<file path="config.mk">
export PLATFORM = sky130hd
export DESIGN_NAME = ea_sequencer
export DESIGN_NICKNAME = d
export VERILOG_FILES = /design/src/rtl/ea_sequencer_pkg.sv /design/src/rtl/ea_sequencer.sv
export SDC_FILE = /design/constraint.sdc
export NUM_CORES = 1
export LEC_CHECK = 0
export ABC_AREA = 1
export BUFFER_PORTS_ARGS = -buffer_cell sky130_fd_sc_hd__buf_4
export CAP_MARGIN = 10
export CORE_MARGIN = 2
export CORE_UTILIZATION = 55
export DETAILED_ROUTE_END_ITERATION = 12
export PLACE_DENSITY = 0.77
export SKIP_LAST_GASP = 1
export SLEW_MARGIN = 20
export SYNTH_ARGS = -nofsm -noshare
export SYNTH_HDL_FRONTEND = slang
export SYNTH_SLANG_ARGS = --single-unit
</file>
<file path="constraint.sdc">
create_clock -name clk -period 6.6 [get_ports clk]
set_input_delay 1.65 -clock clk [delete_from_list [all_inputs] [get_ports clk]]
set_output_delay 1.65 -clock clk [all_outputs]
set_load 0.02 [all_outputs]
</file>
<file path="src/rtl/ea_sequencer_pkg.sv">
// Shared constants for the effective-address sequencer: addressing-mode codes,
// one-hot state encodings and the small address helpers used by the datapath.
package ea_sequencer_pkg;

   localparam logic [2:0] MODE_IMP  = 3'd0;
   localparam logic [2:0] MODE_IMM  = 3'd1;
   localparam logic [2:0] MODE_ZP   = 3'd2;
   localparam logic [2:0] MODE_ZPX  = 3'd3;
   localparam logic [2:0] MODE_ABS  = 3'd4;
   localparam logic [2:0] MODE_ABSX = 3'd5;
   localparam logic [2:0] MODE_IND  = 3'd6;
   localparam logic [2:0] MODE_INDY = 3'd7;

   // State bit positions, so the one-hot vector can be tested bit by bit.
   localparam int S_IDLE   = 0;
   localparam int S_OP_LO  = 1;
   localparam int S_OP_HI  = 2;
   localparam int S_IDX    = 3;
   localparam int S_PTR_LO = 4;
   localparam int S_PTR_HI = 5;
   localparam int S_FIX    = 6;

   localparam logic [6:0] ST_IDLE   = 7'b000_0001;
   localparam logic [6:0] ST_OP_LO  = 7'b000_0010;
   localparam logic [6:0] ST_OP_HI  = 7'b000_0100;
   localparam logic [6:0] ST_IDX    = 7'b000_1000;
   localparam logic [6:0] ST_PTR_LO = 7'b001_0000;
   localparam logic [6:0] ST_PTR_HI = 7'b010_0000;
   localparam logic [6:0] ST_FIX    = 7'b100_0000;

   // 8-bit index add; bit 8 is the carry that signals a page cross.
   function automatic logic [8:0] idx_add(input logic [7:0] base, input logic [7:0] idx);
      return {1'b0, base} + {1'b0, idx};
   endfunction

   // Next byte address without carrying into the high byte.
   function automatic logic [15:0] page_inc(input logic [15:0] addr);
      return {addr[15:8], addr[7:0] + 8'd1};
   endfunction

endpackage

</file>
<file path="src/rtl/ea_sequencer.sv">
// Effective-address sequencer: walks the operand and pointer reads for one
// addressing mode and returns the effective address, updated PC and page-cross flag.
module ea_sequencer
   import ea_sequencer_pkg::*;
#(
   parameter logic        PAGE_PENALTY = 1'b1,
   parameter logic        IND_PAGE_BUG = 1'b1,
   parameter logic [15:0] ZP_BASE      = 16'h0000
) (
   input  logic        clk,
   input  logic        reset,
   input  logic        start,
   input  logic [2:0]  mode,
   input  logic [15:0] pc_in,
   input  logic [7:0]  index,
   input  logic [7:0]  rd_data,
   output logic [15:0] mem_addr,
   output logic        mem_rd,
   output logic        busy,
   output logic        done,
   output logic [15:0] ea,
   output logic [15:0] pc_out,
   output logic        page_cross
);

   logic [6:0]  state;
   logic [2:0]  mode_r;
   logic [15:0] pc_r;
   logic [7:0]  idx_r;
   logic [7:0]  lo_r;
   logic [7:0]  hi_r;
   logic [8:0]  sum;
   logic [7:0]  zp_hi;

   assign zp_hi  = ZP_BASE[15:8];
   // lo_r holds the operand low byte for ABSX/ZPX and the pointer low byte for INDY.
   assign sum    = idx_add(lo_r, idx_r);
   assign busy   = ~state[S_IDLE];
   assign mem_rd = ~state[S_IDLE];

   always_ff @(posedge clk or posedge reset) begin
      // NOTE: every register here uses non-blocking assignment so all next-state
      // values are computed from the same pre-edge snapshot.
      if (reset) begin
         state      <= ST_IDLE;
         mode_r     <= '0;
         pc_r       <= '0;
         idx_r      <= '0;
         lo_r       <= '0;
         hi_r       <= '0;
         mem_addr   <= '0;
         done       <= 1'b0;
         ea         <= '0;
         pc_out     <= '0;
         page_cross <= 1'b0;
      end else begin
         done <= 1'b0;
         case (1'b1)
            state[S_IDLE]: begin
               if (start) begin
                  mode_r <= mode;
                  pc_r   <= pc_in;
                  idx_r  <= index;
                  case (mode)
                     MODE_IMP: begin
                        done       <= 1'b1;
                        ea         <= '0;
                        pc_out     <= pc_in;
                        page_cross <= 1'b0;
                     end
                     MODE_IMM: begin
                        done       <= 1'b1;
                        ea         <= pc_in;
                        pc_out     <= pc_in + 16'd1;
                        page_cross <= 1'b0;
                     end
                     default: begin
                        state    <= ST_OP_LO;
                        mem_addr <= pc_in;
                     end
                  endcase
               end
            end

            state[S_OP_LO]: begin
               lo_r <= rd_data;
               case (mode_r)
                  MODE_ZP: begin
                     state      <= ST_IDLE;
                     done       <= 1'b1;
                     ea         <= {zp_hi, rd_data};
                     pc_out     <= pc_r + 16'd1;
                     page_cross <= 1'b0;
                  end
                  MODE_ZPX: begin
                     state    <= ST_IDX;
                     mem_addr <= {zp_hi, rd_data};
                  end
                  MODE_INDY: begin
                     state    <= ST_PTR_LO;
                     mem_addr <= {zp_hi, rd_data};
                  end
                  default: begin
                     state    <= ST_OP_HI;
                     mem_addr <= pc_r + 16'd1;
                  end
               endcase
            end

            state[S_OP_HI]: begin
               hi_r <= rd_data;
               case (mode_r)
                  MODE_ABS: begin
                     state      <= ST_IDLE;
                     done       <= 1'b1;
                     ea         <= {rd_data, lo_r};
                     pc_out     <= pc_r + 16'd2;
                     page_cross <= 1'b0;
                  end
                  MODE_ABSX: begin
                     if (sum[8] && PAGE_PENALTY) begin
                        state    <= ST_FIX;
                        mem_addr <= {rd_data, sum[7:0]};
                     end else begin
                        state      <= ST_IDLE;
                        done       <= 1'b1;
                        ea         <= {rd_data, lo_r} + {8'h00, idx_r};
                        pc_out     <= pc_r + 16'd2;
                        page_cross <= sum[8];
                     end
                  end
                  default: begin
                     state    <= ST_PTR_LO;
                     mem_addr <= {rd_data, lo_r};
                  end
               endcase
            end

            state[S_IDX]: begin
               // Zero-page indexing wraps inside the page, so no page cross.
               state      <= ST_IDLE;
               done       <= 1'b1;
               ea         <= {zp_hi, sum[7:0]};
               pc_out     <= pc_r + 16'd1;
               page_cross <= 1'b0;
            end

            state[S_PTR_LO]: begin
               lo_r  <= rd_data;
               state <= ST_PTR_HI;
               // INDY pointers always wrap in the zero page; IND wraps only on NMOS.
               if (IND_PAGE_BUG || mode_r == MODE_INDY) mem_addr <= page_inc(mem_addr);
               else                                     mem_addr <= mem_addr + 16'd1;
            end

            state[S_PTR_HI]: begin
               hi_r <= rd_data;
               if (mode_r == MODE_INDY && sum[8] && PAGE_PENALTY) begin
                  state    <= ST_FIX;
                  mem_addr <= {rd_data, sum[7:0]};
               end else if (mode_r == MODE_INDY) begin
                  state      <= ST_IDLE;
                  done       <= 1'b1;
                  ea         <= {rd_data, lo_r} + {8'h00, idx_r};
                  pc_out     <= pc_r + 16'd1;
                  page_cross <= sum[8];
               end else begin
                  state      <= ST_IDLE;
                  done       <= 1'b1;
                  ea         <= {rd_data, lo_r};
                  pc_out     <= pc_r + 16'd2;
                  page_cross <= 1'b0;
               end
            end

            state[S_FIX]: begin
               state      <= ST_IDLE;
               done       <= 1'b1;
               ea         <= {hi_r, lo_r} + {8'h00, idx_r};
               pc_out     <= (mode_r == MODE_INDY) ? pc_r + 16'd1 : pc_r + 16'd2;
               page_cross <= 1'b1;
            end

            default: state <= ST_IDLE;
         endcase
      end
   end

endmodule

</file>
==> reports/results.tsv <==
stage	metric	value	unit
worst_setup_path	Worst Setup SP	state[0]	
worst_setup_path	CP Launch Type	flip-flop	
yosys	FFs w/ async S/R, synth	1.000	
die	Die W	120.3	µm
cells_and_area	Sequential Area	0.002504	mm²
yosys	Seq cells post-synth	100	
power_and_ir_drop	static leakage	4.189	nW
clocking	CTS Hold Bufs	0	
yosys	largest cells by area after synthesis	dfrtp_1, nand2_1, nand3_1	
clocking	CTS Sinks	100	
cells_and_area	Filler Cells Inserted	1317	
worst_setup_path	Worst setup EP type	output pin	
sta	RSZ-0062 raised after global routing	false	
route	vias	7910	
power_and_ir_drop	part of the power in combinational logic	0.609	
route	DR pass1 iterations	6	
placed_design	Post-DP Area	0.008112	mm²
sta	Final Max Tran Viols	0	
cells_and_area	count of antenna diodes in the layout	0	
die	die height	120.3	µm
global_routing	largest net degree at the start of global routing	59	
clocking	CTS max path bufs	2	
worst_setup_path	crit path kind	reg -> out	
placed_design	RD Place Congestion	0.9958	
cells_and_area	area grow syn2layout	13.48	%
sta	setup tns final	0	ns
clocking	clk slew on worst S/H paths	0.07	ns
worst_setup_path	crit path DAT	2.17	ns
sta	final-report setup violation count	0	
placed_design	IO buf count	89	
cells_and_area	area of the multi-input gates	0.004225	mm²
power_and_ir_drop	VDD IR-drop max	0.0004026	V
sta	Clock Skews	0.01235	ns
yosys	Mapped Avg Cell Area	6.771	µm²
route	Initial DRC Count	1039	
global_routing	antenna violations before repair	0	
worst_setup_path	worst r2r path cells	10	
worst_setup_path	CP Capture Point	busy	
power_and_ir_drop	sequential power share	0.267	
sta	Worst slew margin	0.3351	
hold_path	worst hold path class	reg -> reg	
clocking	clk root buf	clkbuf_16	
route	drt drc	0	
clocking	post-CTS setup buffers	0	
clocking	PostCTS Resize Cnt	0	
worst_setup_path	worst reg2reg path endpoint	pc_out[4]	
yosys	Synth area leader	dfrtp_1	
global_routing	Overflow after GRT	0	
yosys	Synth Net Count	1150	
power_and_ir_drop	Internal Pwr Total	2.223	mW
sta	final hold violation count	0	
cells_and_area	Final Instance Count excl. Fillers	1340	
cells_and_area	Total Nets Final	1211	
route	Routed Antenna Nets	0	
yosys	Main synth FF type	dfrtp_1	
clocking	TritonCTS clock tree	yes	
power_and_ir_drop	Clock power frac	0.123	
global_routing	global-route wire length before repair	39520	µm
status	run status	complete, no violations	
yosys	Post-synth EDFFs	0	
yosys	Netlist Area Pre-Place	0.007435	mm²
yosys	Netlist cell types	53	
route	number of vias per cell	5.903	
die	Core Area	0.01324	mm²
die	# rows	42	
die	Die ar.	0.01446	mm²
clocking	total CTS buffers	9	
cells_and_area	share of layout cells above drive strength 1	0.1392	
global_routing	gr usage total	0.3574	
yosys	cells after synthesis	1098	
yosys	post-synth top area share	0.3332	
die	Top Ports	90	
power_and_ir_drop	sw frac	0.5362	
sta	Final period util	0.5780	
route	Routed WL	25220	µm
placed_design	post-DP HPWL	19240	µm
yosys	sequential area share after synthesis	0.3368	
worst_setup_path	critical path data required time	4.95	ns
worst_setup_path	Crit Path Max Fanout	39	
cells_and_area	Finished Cell Area	0.008437	mm²
die	Initial Utilization	0.5614	
clocking	# H-tree levels	3	
power_and_ir_drop	sw power	2.570	mW
yosys	Ys Warns	0	
clocking	clock latency on the worst-skew pair	0.36	ns
sta	minimum clock period	3.815	ns
route	WL/cell	18.82	µm
flow_run	Max Cap Viol	0	
worst_setup_path	setup slack, reg-to-reg	3.09	ns
sta	measured slew at the worst slew-check pin	0.9937	ns
sta	Max Fclk	262.1	MHz
power_and_ir_drop	pwr dens	568.1	mW/mm²
placed_design	dpl cells	1324	
global_routing	vias in the first global route	7191	
worst_setup_path	worst r2r src	state[0]	
## per-layer routing
layer | vias up | part of all wire | track usage
met2 | 492 | 0.41 | 0.5014
met1 | 3619 | 0.45 | 0.5455
met5 | - | 0 | 0
met4 | 0 | 0.025 | 0.1097
li1 | 3745 | - | -
met3 | 54 | 0.12 | 0.08113
## per-stage QoR
stage	util	hold slack (ns)	setup WS (ns)	power (mW)
finish	0.6371	0.4855	2.785	4.793
global route	0.6371	0.5140	2.565	5.160
CTS	0.6371	0.4866	2.859	4.725
detailed placement	0.6125	0.4682	2.580	4.115
global placement	0.6125	0.4649	2.686	4.080
floorplan	-	0.4530	2.333	3.253
## layout by cell type (no fill, tap or decap), drive strengths merged, types with 10 or more instances in the layout
cell,netlist,final
a21oi,58,58
nand3,97,97
dfrtp,99,99
nand4,14,14
o211ai,14,14
nor3,12,12
nor2,97,97
mux2,10,10
nand2,335,335
o21ai,100,100
inv,125,127
buf,23,91
clkbuf,18,10
ha,13,13
xor2,27,27
## registers in the layout, indices dropped and copies added, names as in the netlist, 7 cells and up
name and count:
ea 16, hi_r 8, idx_r 8, lo_r 8, mem_addr 16, pc_out 16, pc_r 16, state 7
## Yosys cell counts (6+ instances only)
| cell | number |
|---|---|
| nand2_1 | 331 |
| inv_1 | 109 |
| dfrtp_1 | 99 |
| nand3_1 | 93 |
| nor2_1 | 87 |
| o21ai_0 | 83 |
| a21oi_1 | 58 |
| xor2_1 | 27 |
| clkbuf_1 | 17 |
| nand4_1 | 14 |
| o211ai_1 | 14 |
| ha_1 | 13 |
| inv_2 | 13 |
| buf_2 | 11 |
| o21ai_1 | 11 |
| mux2_2 | 10 |
| nor3_1 | 10 |
| buf_4 | 9 |
| o22ai_1 | 9 |
| o31ai_1 | 6 |
## final cells by class
type	instances	area share
clock inverters	6	0.01142
flip-flops and latches	100	0.2968
multi-input cells	832	0.5008
well taps	176	0.02610
repair buffers	91	0.08097
clock buffers	10	0.02714
inverters	125	0.05680
## critical path: stages, from the launching register on
cell	delay [ns]
dfstp_2	1.08
inv_2	0.42
buf_4	0.29
## how the worst min path moves through the flow
| stage | from | endpoint | slack, ns | depth (start not counted) |
|---|---|---|---|---|
| 2_1_floorplan | hi_r[6] | hi_r[6] | 0.45 | 2 |
| 3_3_place_gp | mem_addr[11] | mem_addr[11] | 0.46 | 2 |
| 3_5_place_dp | mem_addr[14] | mem_addr[14] | 0.47 | 2 |
| 4_1_cts | mem_addr[14] | mem_addr[14] | 0.49 | 2 |
| 5_1_grt | mem_addr[11] | mem_addr[11] | 0.51 | 2 |
| 6_report | mem_addr[14] | mem_addr[14] | 0.49 | 2 |
## cell families (layout without fill, tap and decap cells)
logic type,Yosys count,count (layout),share of synthesized area
compound gates,213,213,0.1659
xor+xnor,30,30,0.03534
fa+ha+maj,14,14,0.02457
buf+inv,166,232,0.09492
flops,100,100,0.3368
mux,10,10,0.01515
simple gates,565,565,0.3273
## power by group through the flow
| stage | combinational, mW | clock [mW] | sequential, mW |
|---|---|---|---|
| 3_5_place_dp | 2.84 | 0 | 1.27 |
| 3_3_place_gp | 2.81 | 0 | 1.27 |
| 5_1_grt | 3.23 | 0.623 | 1.31 |
| 4_1_cts | 2.86 | 0.597 | 1.27 |
| 2_1_floorplan | 1.96 | 0 | 1.30 |
| 6_report | 2.92 | 0.591 | 1.28 |
Note: power is estimated with default switching activity, not from simulation.
